$ cat src/rtl/bp_be_pkg.sv
// Shared types and constants for the backend stride prefetch scheduler.
// The page-cross filter is enabled by BP_BE_PF_PAGE_CROSS_FILTER_EN.
package bp_be_pkg;

    localparam int bp_be_vaddr_width_gp = 39;
    localparam int bp_be_pf_page_offset_width_gp = 12;

    typedef enum logic [1:0] {
        e_pf_idle  = 2'd0,
        e_pf_issue = 2'd1,
        e_pf_drain = 2'd2
    } bp_be_pf_sched_state_e;

    function automatic int bsg_safe_clog2(input int x);
        return (x <= 1) ? 1 : $clog2(x);
    endfunction

endpackage

$ cat src/rtl/bp_be_stride_prefetch_sched_if.sv
// Loop descriptor and prefetch request/completion bundle.
// Slave side is the scheduler; master side is loop inference plus cache.
interface bp_be_stride_prefetch_sched_if #(
    parameter int vaddr_width_p  = 39,
    parameter int output_range_p = 8,
    parameter int stride_width_p = 8
);

    logic                      loop_v_i;
    logic [output_range_p-1:0] iters_i;
    logic [vaddr_width_p-1:0]  pc_i;
    logic [vaddr_width_p-1:0]  eff_addr_i;
    logic [stride_width_p-1:0] stride_i;
    logic                      loop_yumi_o;

    logic                      pf_v_o;
    logic [vaddr_width_p-1:0]  pf_vaddr_o;
    logic [vaddr_width_p-1:0]  pf_pc_o;
    logic                      pf_ready_and_i;
    logic                      pf_done_i;

    modport master (
        output loop_v_i, iters_i, pc_i, eff_addr_i, stride_i,
        input  loop_yumi_o,
        input  pf_v_o, pf_vaddr_o, pf_pc_o,
        output pf_ready_and_i, pf_done_i
    );

    modport slave (
        input  loop_v_i, iters_i, pc_i, eff_addr_i, stride_i,
        output loop_yumi_o,
        output pf_v_o, pf_vaddr_o, pf_pc_o,
        input  pf_ready_and_i, pf_done_i
    );

endinterface

$ cat src/rtl/bsg_counter_up_down.sv
// Saturating-free up/down counter tracking in-flight prefetches.
// A decrement at zero is dropped and flagged in simulation.
module bsg_counter_up_down #(
    parameter int width_p = 3
) (
    input  logic               clk_i,
    input  logic               reset_i,
    input  logic               up_i,
    input  logic               down_i,
    output logic [width_p-1:0] count_o
);

    logic down_eff;

    assign down_eff = down_i && (count_o != '0);

    always_ff @(posedge clk_i) begin
        if (reset_i) begin
            count_o <= '0;
        end else if (up_i && !down_eff) begin
            count_o <= count_o + width_p'(1);
        end else if (!up_i && down_eff) begin
            count_o <= count_o - width_p'(1);
        end
    end

    done_at_zero: assert property (
        @(posedge clk_i) disable iff (reset_i)
        !(down_i && (count_o == '0))
    );

endmodule

$ cat src/rtl/bp_be_stride_prefetch_sched.sv
// Walks a striding loop's address stream, issuing credit-limited prefetches.
// Optional BP_BE_PF_PAGE_CROSS_FILTER_EN stops issue at the base 4 KiB page.
module bp_be_stride_prefetch_sched
    import bp_be_pkg::*;
#(
    parameter int vaddr_width_p     = bp_be_vaddr_width_gp,
    parameter int output_range_p    = 8,
    parameter int stride_width_p    = 8,
    parameter int max_outstanding_p = 4
) (
    input  logic clk_i,
    input  logic reset_i,
    input  logic flush_i,
    output logic busy_o,
    bp_be_stride_prefetch_sched_if.slave io
);

    localparam int cnt_w_lp =
        bsg_safe_clog2(max_outstanding_p + 1);
    localparam int ext_w_lp = vaddr_width_p - stride_width_p;
    localparam int pg_lo_lp = bp_be_pf_page_offset_width_gp;

    bp_be_pf_sched_state_e state_r, state_n;

    logic [vaddr_width_p-1:0]  addr_r;
    logic [vaddr_width_p-1:0]  pc_r;
    logic [stride_width_p-1:0] stride_r;
    logic [output_range_p-1:0] count_r, count_n;
    logic [output_range_p-1:0] init_count;
    logic [cnt_w_lp-1:0]       outstanding;

    logic [vaddr_width_p-1:0] stride_ext;
    logic [vaddr_width_p-1:0] stride_in_ext;
    logic [vaddr_width_p-1:0] next_addr;
    logic                     accept;
    logic                     credit;
    logic                     pf_v;
    logic                     hs;
    logic                     page_cross;

    assign stride_ext =
        {{ext_w_lp{stride_r[stride_width_p-1]}}, stride_r};
    assign stride_in_ext =
        {{ext_w_lp{io.stride_i[stride_width_p-1]}}, io.stride_i};
    assign next_addr = addr_r + stride_ext;

    // A zero stride would refetch the same line; issue it once at most.
    always_comb begin
        init_count = io.iters_i;
        if (io.stride_i == '0) begin
            init_count = (io.iters_i != '0)
                ? output_range_p'(1) : '0;
        end
    end

    assign accept = (state_r == e_pf_idle)
        && io.loop_v_i && !flush_i;
    assign credit = outstanding < cnt_w_lp'(max_outstanding_p);
    assign pf_v = (state_r == e_pf_issue)
        && (count_r != '0) && credit;
    assign hs = pf_v && io.pf_ready_and_i;

`ifdef BP_BE_PF_PAGE_CROSS_FILTER_EN
    logic [vaddr_width_p-1:pg_lo_lp] base_page_r;

    assign page_cross =
        next_addr[vaddr_width_p-1:pg_lo_lp] != base_page_r;

    always_ff @(posedge clk_i) begin
        if (reset_i) begin
            base_page_r <= '0;
        end else if (accept) begin
            base_page_r <= io.eff_addr_i[vaddr_width_p-1:pg_lo_lp];
        end
    end
`else
    assign page_cross = 1'b0;
`endif

    always_comb begin
        state_n = state_r;
        count_n = count_r;
        unique case (state_r)
            e_pf_idle: begin
                if (accept) begin
                    count_n = init_count;
                    state_n = (init_count != '0)
                        ? e_pf_issue : e_pf_idle;
                end
            end
            e_pf_issue: begin
                if (hs) begin
                    count_n = page_cross
                        ? '0 : count_r - output_range_p'(1);
                    if (count_n == '0) begin
                        state_n = e_pf_drain;
                    end
                end
            end
            e_pf_drain: begin
                if (outstanding == '0) begin
                    state_n = e_pf_idle;
                end
            end
            default: state_n = e_pf_idle;
        endcase
        if (flush_i) begin
            state_n = e_pf_idle;
            count_n = '0;
        end
    end

    always_ff @(posedge clk_i) begin
        if (reset_i) begin
            state_r  <= e_pf_idle;
            count_r  <= '0;
            addr_r   <= '0;
            pc_r     <= '0;
            stride_r <= '0;
        end else begin
            state_r <= state_n;
            count_r <= count_n;
            if (accept) begin
                addr_r   <= io.eff_addr_i + stride_in_ext;
                pc_r     <= io.pc_i;
                stride_r <= io.stride_i;
            end else if (hs) begin
                addr_r <= next_addr;
            end
        end
    end

    // Credit survives flushes; in-flight requests still occupy the cache.
    bsg_counter_up_down #(
        .width_p(cnt_w_lp)
    ) outstanding_cnt (
        .clk_i  (clk_i),
        .reset_i(reset_i),
        .up_i   (hs),
        .down_i (io.pf_done_i),
        .count_o(outstanding)
    );

    assign io.loop_yumi_o = accept;
    assign io.pf_v_o      = pf_v;
    assign io.pf_vaddr_o  = addr_r;
    assign io.pf_pc_o     = pc_r;
    assign busy_o         = (state_r != e_pf_idle);

endmodule

$ cat src/flat_wrapper.sv
// flat-port wrapper written by rule: the top's interface ports become plain ports
module bp_be_stride_prefetch_sched_flat import bp_be_pkg::*;
#(
    parameter int vaddr_width_p     = bp_be_vaddr_width_gp,
    parameter int output_range_p    = 8,
    parameter int stride_width_p    = 8,
    parameter int max_outstanding_p = 4
)
  (clk_i, reset_i, flush_i, busy_o, io_loop_v_i, io_iters_i, io_pc_i, io_eff_addr_i, io_stride_i, io_loop_yumi_o, io_pf_v_o, io_pf_vaddr_o, io_pf_pc_o, io_pf_ready_and_i, io_pf_done_i);
  bp_be_stride_prefetch_sched_if #(.vaddr_width_p(vaddr_width_p), .output_range_p(output_range_p), .stride_width_p(stride_width_p)) io_i ();
  input  logic clk_i;
  input  logic reset_i;
  input  logic flush_i;
  output logic busy_o;
  input wire logic [$bits(io_i.loop_v_i)-1:0] io_loop_v_i;
  input wire logic [$bits(io_i.iters_i)-1:0] io_iters_i;
  input wire logic [$bits(io_i.pc_i)-1:0] io_pc_i;
  input wire logic [$bits(io_i.eff_addr_i)-1:0] io_eff_addr_i;
  input wire logic [$bits(io_i.stride_i)-1:0] io_stride_i;
  output wire logic [$bits(io_i.loop_yumi_o)-1:0] io_loop_yumi_o;
  output wire logic [$bits(io_i.pf_v_o)-1:0] io_pf_v_o;
  output wire logic [$bits(io_i.pf_vaddr_o)-1:0] io_pf_vaddr_o;
  output wire logic [$bits(io_i.pf_pc_o)-1:0] io_pf_pc_o;
  input wire logic [$bits(io_i.pf_ready_and_i)-1:0] io_pf_ready_and_i;
  input wire logic [$bits(io_i.pf_done_i)-1:0] io_pf_done_i;
  assign io_i.loop_v_i = io_loop_v_i;
  assign io_i.iters_i = io_iters_i;
  assign io_i.pc_i = io_pc_i;
  assign io_i.eff_addr_i = io_eff_addr_i;
  assign io_i.stride_i = io_stride_i;
  assign io_loop_yumi_o = io_i.loop_yumi_o;
  assign io_pf_v_o = io_i.pf_v_o;
  assign io_pf_vaddr_o = io_i.pf_vaddr_o;
  assign io_pf_pc_o = io_i.pf_pc_o;
  assign io_i.pf_ready_and_i = io_pf_ready_and_i;
  assign io_i.pf_done_i = io_pf_done_i;
  bp_be_stride_prefetch_sched #(.vaddr_width_p(vaddr_width_p), .output_range_p(output_range_p), .stride_width_p(stride_width_p), .max_outstanding_p(max_outstanding_p)) u_core (.clk_i(clk_i), .reset_i(reset_i), .flush_i(flush_i), .busy_o(busy_o), .io(io_i));
endmodule
$ cat config.mk
export PLATFORM = sky130hd
export DESIGN_NAME = bp_be_stride_prefetch_sched_flat
export DESIGN_NICKNAME = d
export VERILOG_FILES = /design/src/rtl/bp_be_pkg.sv /design/src/rtl/bp_be_stride_prefetch_sched_if.sv /design/src/rtl/bsg_counter_up_down.sv /design/src/rtl/bp_be_stride_prefetch_sched.sv /design/src/flat_wrapper.sv
export SDC_FILE = /design/constraint.sdc
export NUM_CORES = 1
export LEC_CHECK = 0
export ABC_AREA = 1
export BUFFER_PORTS_ARGS = -buffer_cell sky130_fd_sc_hd__buf_4
export CAP_MARGIN = 40
export CORE_MARGIN = 10
export CORE_UTILIZATION = 30
export CTS_CLUSTER_DIAMETER = 120
export CTS_CLUSTER_SIZE = 14
export DETAILED_ROUTE_END_ITERATION = 8
export GPL_TIMING_DRIVEN = 0
export PLACE_DENSITY = 0.52
export SLEW_MARGIN = 15
export SYNTH_ARGS = -nofsm -noshare
export SYNTH_HDL_FRONTEND = slang
export SYNTH_SLANG_ARGS = --single-unit
$ cat constraint.sdc
create_clock -name clk_i -period 5.9 [get_ports clk_i]
set_input_delay 0.295 -clock clk_i [delete_from_list [all_inputs] [get_ports clk_i]]
set_output_delay 0.295 -clock clk_i [all_outputs]
set_load 0.03 [all_outputs]
==> results.sh <==
export IMPL_outcome="complete, no violations"
export IMPL_grt_setup_unrepaired="false"
export IMPL_cts_hold_buffers_added=0
export IMPL_drive_gt1_share_pct=13.0
export IMPL_synth_flop_cell="dfxtp_1"
export IMPL_cp_top_family="adder cells"
export IMPL_p_leak_uw=0.00611
export IMPL_antenna_found_initial=0
export IMPL_antenna_left=0
export IMPL_grt_pass1_wl_um=56700
export IMPL_max_slew_margin_rel_pct=44.1
export IMPL_fin_tns_setup_ps=0
export IMPL_end_kind="register"
export IMPL_wl_per_cell_um=16.3
export IMPL_synth_area_leaders="dfxtp_1 21%, nand2_1 18%, ha_1 10%"
export IMPL_synth_compound_area_share_pct=16.8
export IMPL_die_w_um=199
export IMPL_diodes=0
export IMPL_drtIter0Drc=719
export IMPL_synth_adder_area_share_pct=11.0
export IMPL_grtUsageTotal_pct=18.3
export IMPL_dp_hpwl_um=31000
export IMPL_syn_nets=1861
export IMPL_yosysWarnings=0
export IMPL_port_buffers=180
export IMPL_startpoint_type="register"
export IMPL_powerDensity_nw_per_um2=199
export IMPL_rows=65
export IMPL_ys_seq_area_share_pct=20.6
export IMPL_wirelength_um=37100
export IMPL_fp_dieH_um=199
export IMPL_worst_pin_slew_ps=838
export IMPL_ys_ff_latch=99
export IMPL_muxShareOfSynthArea_pct=0
export IMPL_grt_pass1_vias=10300
export IMPL_dp_slack_ps=2900
export IMPL_clockRootBuffer="clkbuf_16"
export IMPL_overflow=0
export IMPL_max_stage_delay_ps=440
export IMPL_grt_start_max_net_pins=35
export IMPL_crit_chain="inv_1 > ha_1 > nand3_1 > nor3_2 > nor2_2 > nand3_2 > inv_2 > buf_2 > ha_1 > inv_1 > fa_1 > a21oi_1 > o21ai_0 > o21ai_0 > a21oi_1"
export IMPL_n_fill_cell=3565
export IMPL_slew_viol_final=0
export IMPL_htreeDepth=3
export IMPL_setup_violations=0
export IMPL_insertion_delay_ps=370
export IMPL_cp_buffers_inverters=4
export IMPL_synth_most_common_cell="nand2_1"
export IMPL_path_class="register to register"
export IMPL_synth_top_family_by_area="simple AND/OR/NAND/NOR gates"
export IMPL_finalNetCount=2052
export IMPL_final_core_util_pct=37.2
export IMPL_finalPower_uw=2340
export IMPL_netlist_area_um2=9620
export IMPL_synth_edf_count=0
export IMPL_initial_core_util_pct=30.4
export IMPL_clock_skew_final_ps=10.8
export IMPL_die_area_um2=39600
export IMPL_cap_violations=0
export IMPL_fin_crit_sh_pct=50.9
export IMPL_ioPinCount=181
export IMPL_setup_ws_ps=2900
export IMPL_syn_instance_count=1678
export IMPL_yosysUniqueCellTypes=45
export IMPL_via_count=11000
export IMPL_place_congestion=0.940
export IMPL_yosysTopAreaCell="dfxtp_1"
export IMPL_synth_async_reset_ratio_pct=0
export IMPL_cts_resized=0
export IMPL_min_path_type="input port to register"
export IMPL_synth_commonest_cells="470 x nand2_1, 249 x inv_1, 248 x nor2_1, 135 x o21ai_0, 113 x nand3_1"
export IMPL_cts_tree="done"
export IMPL_ir_drop_mv=0.130
export IMPL_path_clk_slew_ps=80
export IMPL_cp_max_fo=10
export IMPL_drc=0
export IMPL_clockBufferDepth=2
export IMPL_syn_avg_cell_area_um2=5.73
export IMPL_via_per_inst=4.85
export IMPL_postCtsSetupRepairBufs=0
export IMPL_synth_xor_area_share_pct=1.37
export IMPL_cts_inserted_buffers=9
export IMPL_worstPathRequired_ps=6150
export IMPL_critPathSlowestCell="fa_1"
export IMPL_clkSinkCount=99
export IMPL_cp_arrival_ps=3260
export IMPL_final_min_clock_period_ps=3000
export IMPL_core_area_um2=31600
export IMPL_synth_top_area_share_pct=20.6
export IMPL_synthSimpleGateAreaFrac_pct=38.5
export IMPL_final_cells=2276
export IMPL_dr_pass1_iters=5
export IMPL_hold_viol=0
export IMPL_areaGrowthSynthToFinish_pct=22.2
export IMPL_max_freq_mhz=333
export IMPL_dp_cells=2260
-- through the flow --
stage	hold WS [ps]	instance area, µm²
final	174	11800
after global placement	465	11500
after floorplan	367	9620
after CTS	161	11800
after detailed placement	473	11500
after global routing	173	11800
-- per-layer routing --
layer / track usage (%) / vias to the layer above / wire, µm
met5: 0 / - / 0
met4: 4.35 / 0 / 545
met3: 2.37 / 22 / 2140
met2: 30.4 / 271 / 16800
met1: 24.6 / 4965 / 17700
li1: - / 5775 / -
-- where the power goes --
part | switching, µW | leakage, µW | internal, µW
clock network | 291 | 0.000133 | 300
logic | 610 | 0.00517 | 344
registers | 64.1 | 0.000815 | 731
total | 965 | 0.00611 | 1370
-- state kept, by name, summed over array words and instances (netlist names) --
name                            flops
u_core.io.pf_vaddr_o               39
u_core.state_r                      2
u_core.io.pf_pc_o                  39
u_core.outstanding_cnt.count_o      3
u_core.count_r                      8
u_core.stride_r                     8
-- placed cells by master, fill, tap and decap left out, drive strengths merged, types with 2 or more instances in the layout --
master,Yosys,final
xor2,10,10
a21oi,108,108
o21bai,8,8
fa,3,3
clkinvlp,0,2
o21a,4,4
o211ai,3,3
inv,251,252
buf,20,200
nand2,471,471
nand3,118,118
nand3b,11,11
a311oi,2,2
a31oi,20,20
a211oi,3,3
o21ai,143,143
or2,11,11
nor3b,2,2
dfxtp,99,99
xnor2,5,5
a21o,2,2
nor2,252,252
clkbuf,16,27
nor3,21,21
ha,80,80
clkinv,0,2
nand4,9,9
-- worst register-to-register path, delay by kind of cell (launching register included) --
kind,cells,cell delay (ps)
buffers and inverters,4,790
adders and majority gates,3,850
DFF,1,350
AOI/OAI and AO/OA,4,500
and+or+nand+nor,4,390
-- logic make-up (layout without fill, tap and decap cells) --
kind of cell    count (synthesis)  count (layout)
compound gates                297             297
flops                          99              99
buf+inv                       287             483
fa+ha+maj                      83              83
simple gates                  897             897
xor+xnor                       15              15
-- final timing paths --
check	slack, ps	from	cells after the start	to
min reg2reg	480	u_core.io.pf_pc_o[14]$_SDFFE_PP0P_	2	u_core.io.pf_pc_o[14]$_SDFFE_PP0P_
max reg2reg	2900	u_core.count_r[0]$_SDFFE_PP0P_	15	u_core.outstanding_cnt.count_o[2]$_SDFFE_PP0P_
min	170	io_pc_i[38]	3	u_core.io.pf_pc_o[38]$_SDFFE_PP0P_
max	2900	u_core.count_r[0]$_SDFFE_PP0P_	15	u_core.outstanding_cnt.count_o[2]$_SDFFE_PP0P_
-- final cells by class --
cell class | count | area [µm²] | area share [%]
Clock inverter | 5 | 36.3 | 0.309
Tap cell | 402 | 503 | 4.28
Buffer | 36 | 185 | 1.58
Timing Repair Buffer | 180 | 1350 | 11.5
Sequential cell | 99 | 1980 | 16.9
Inverter | 251 | 942 | 8.01
Multi-Input combinational cell | 1292 | 6510 | 55.4
Clock buffer | 11 | 243 | 2.06
(Power assumes the default switching activity.)
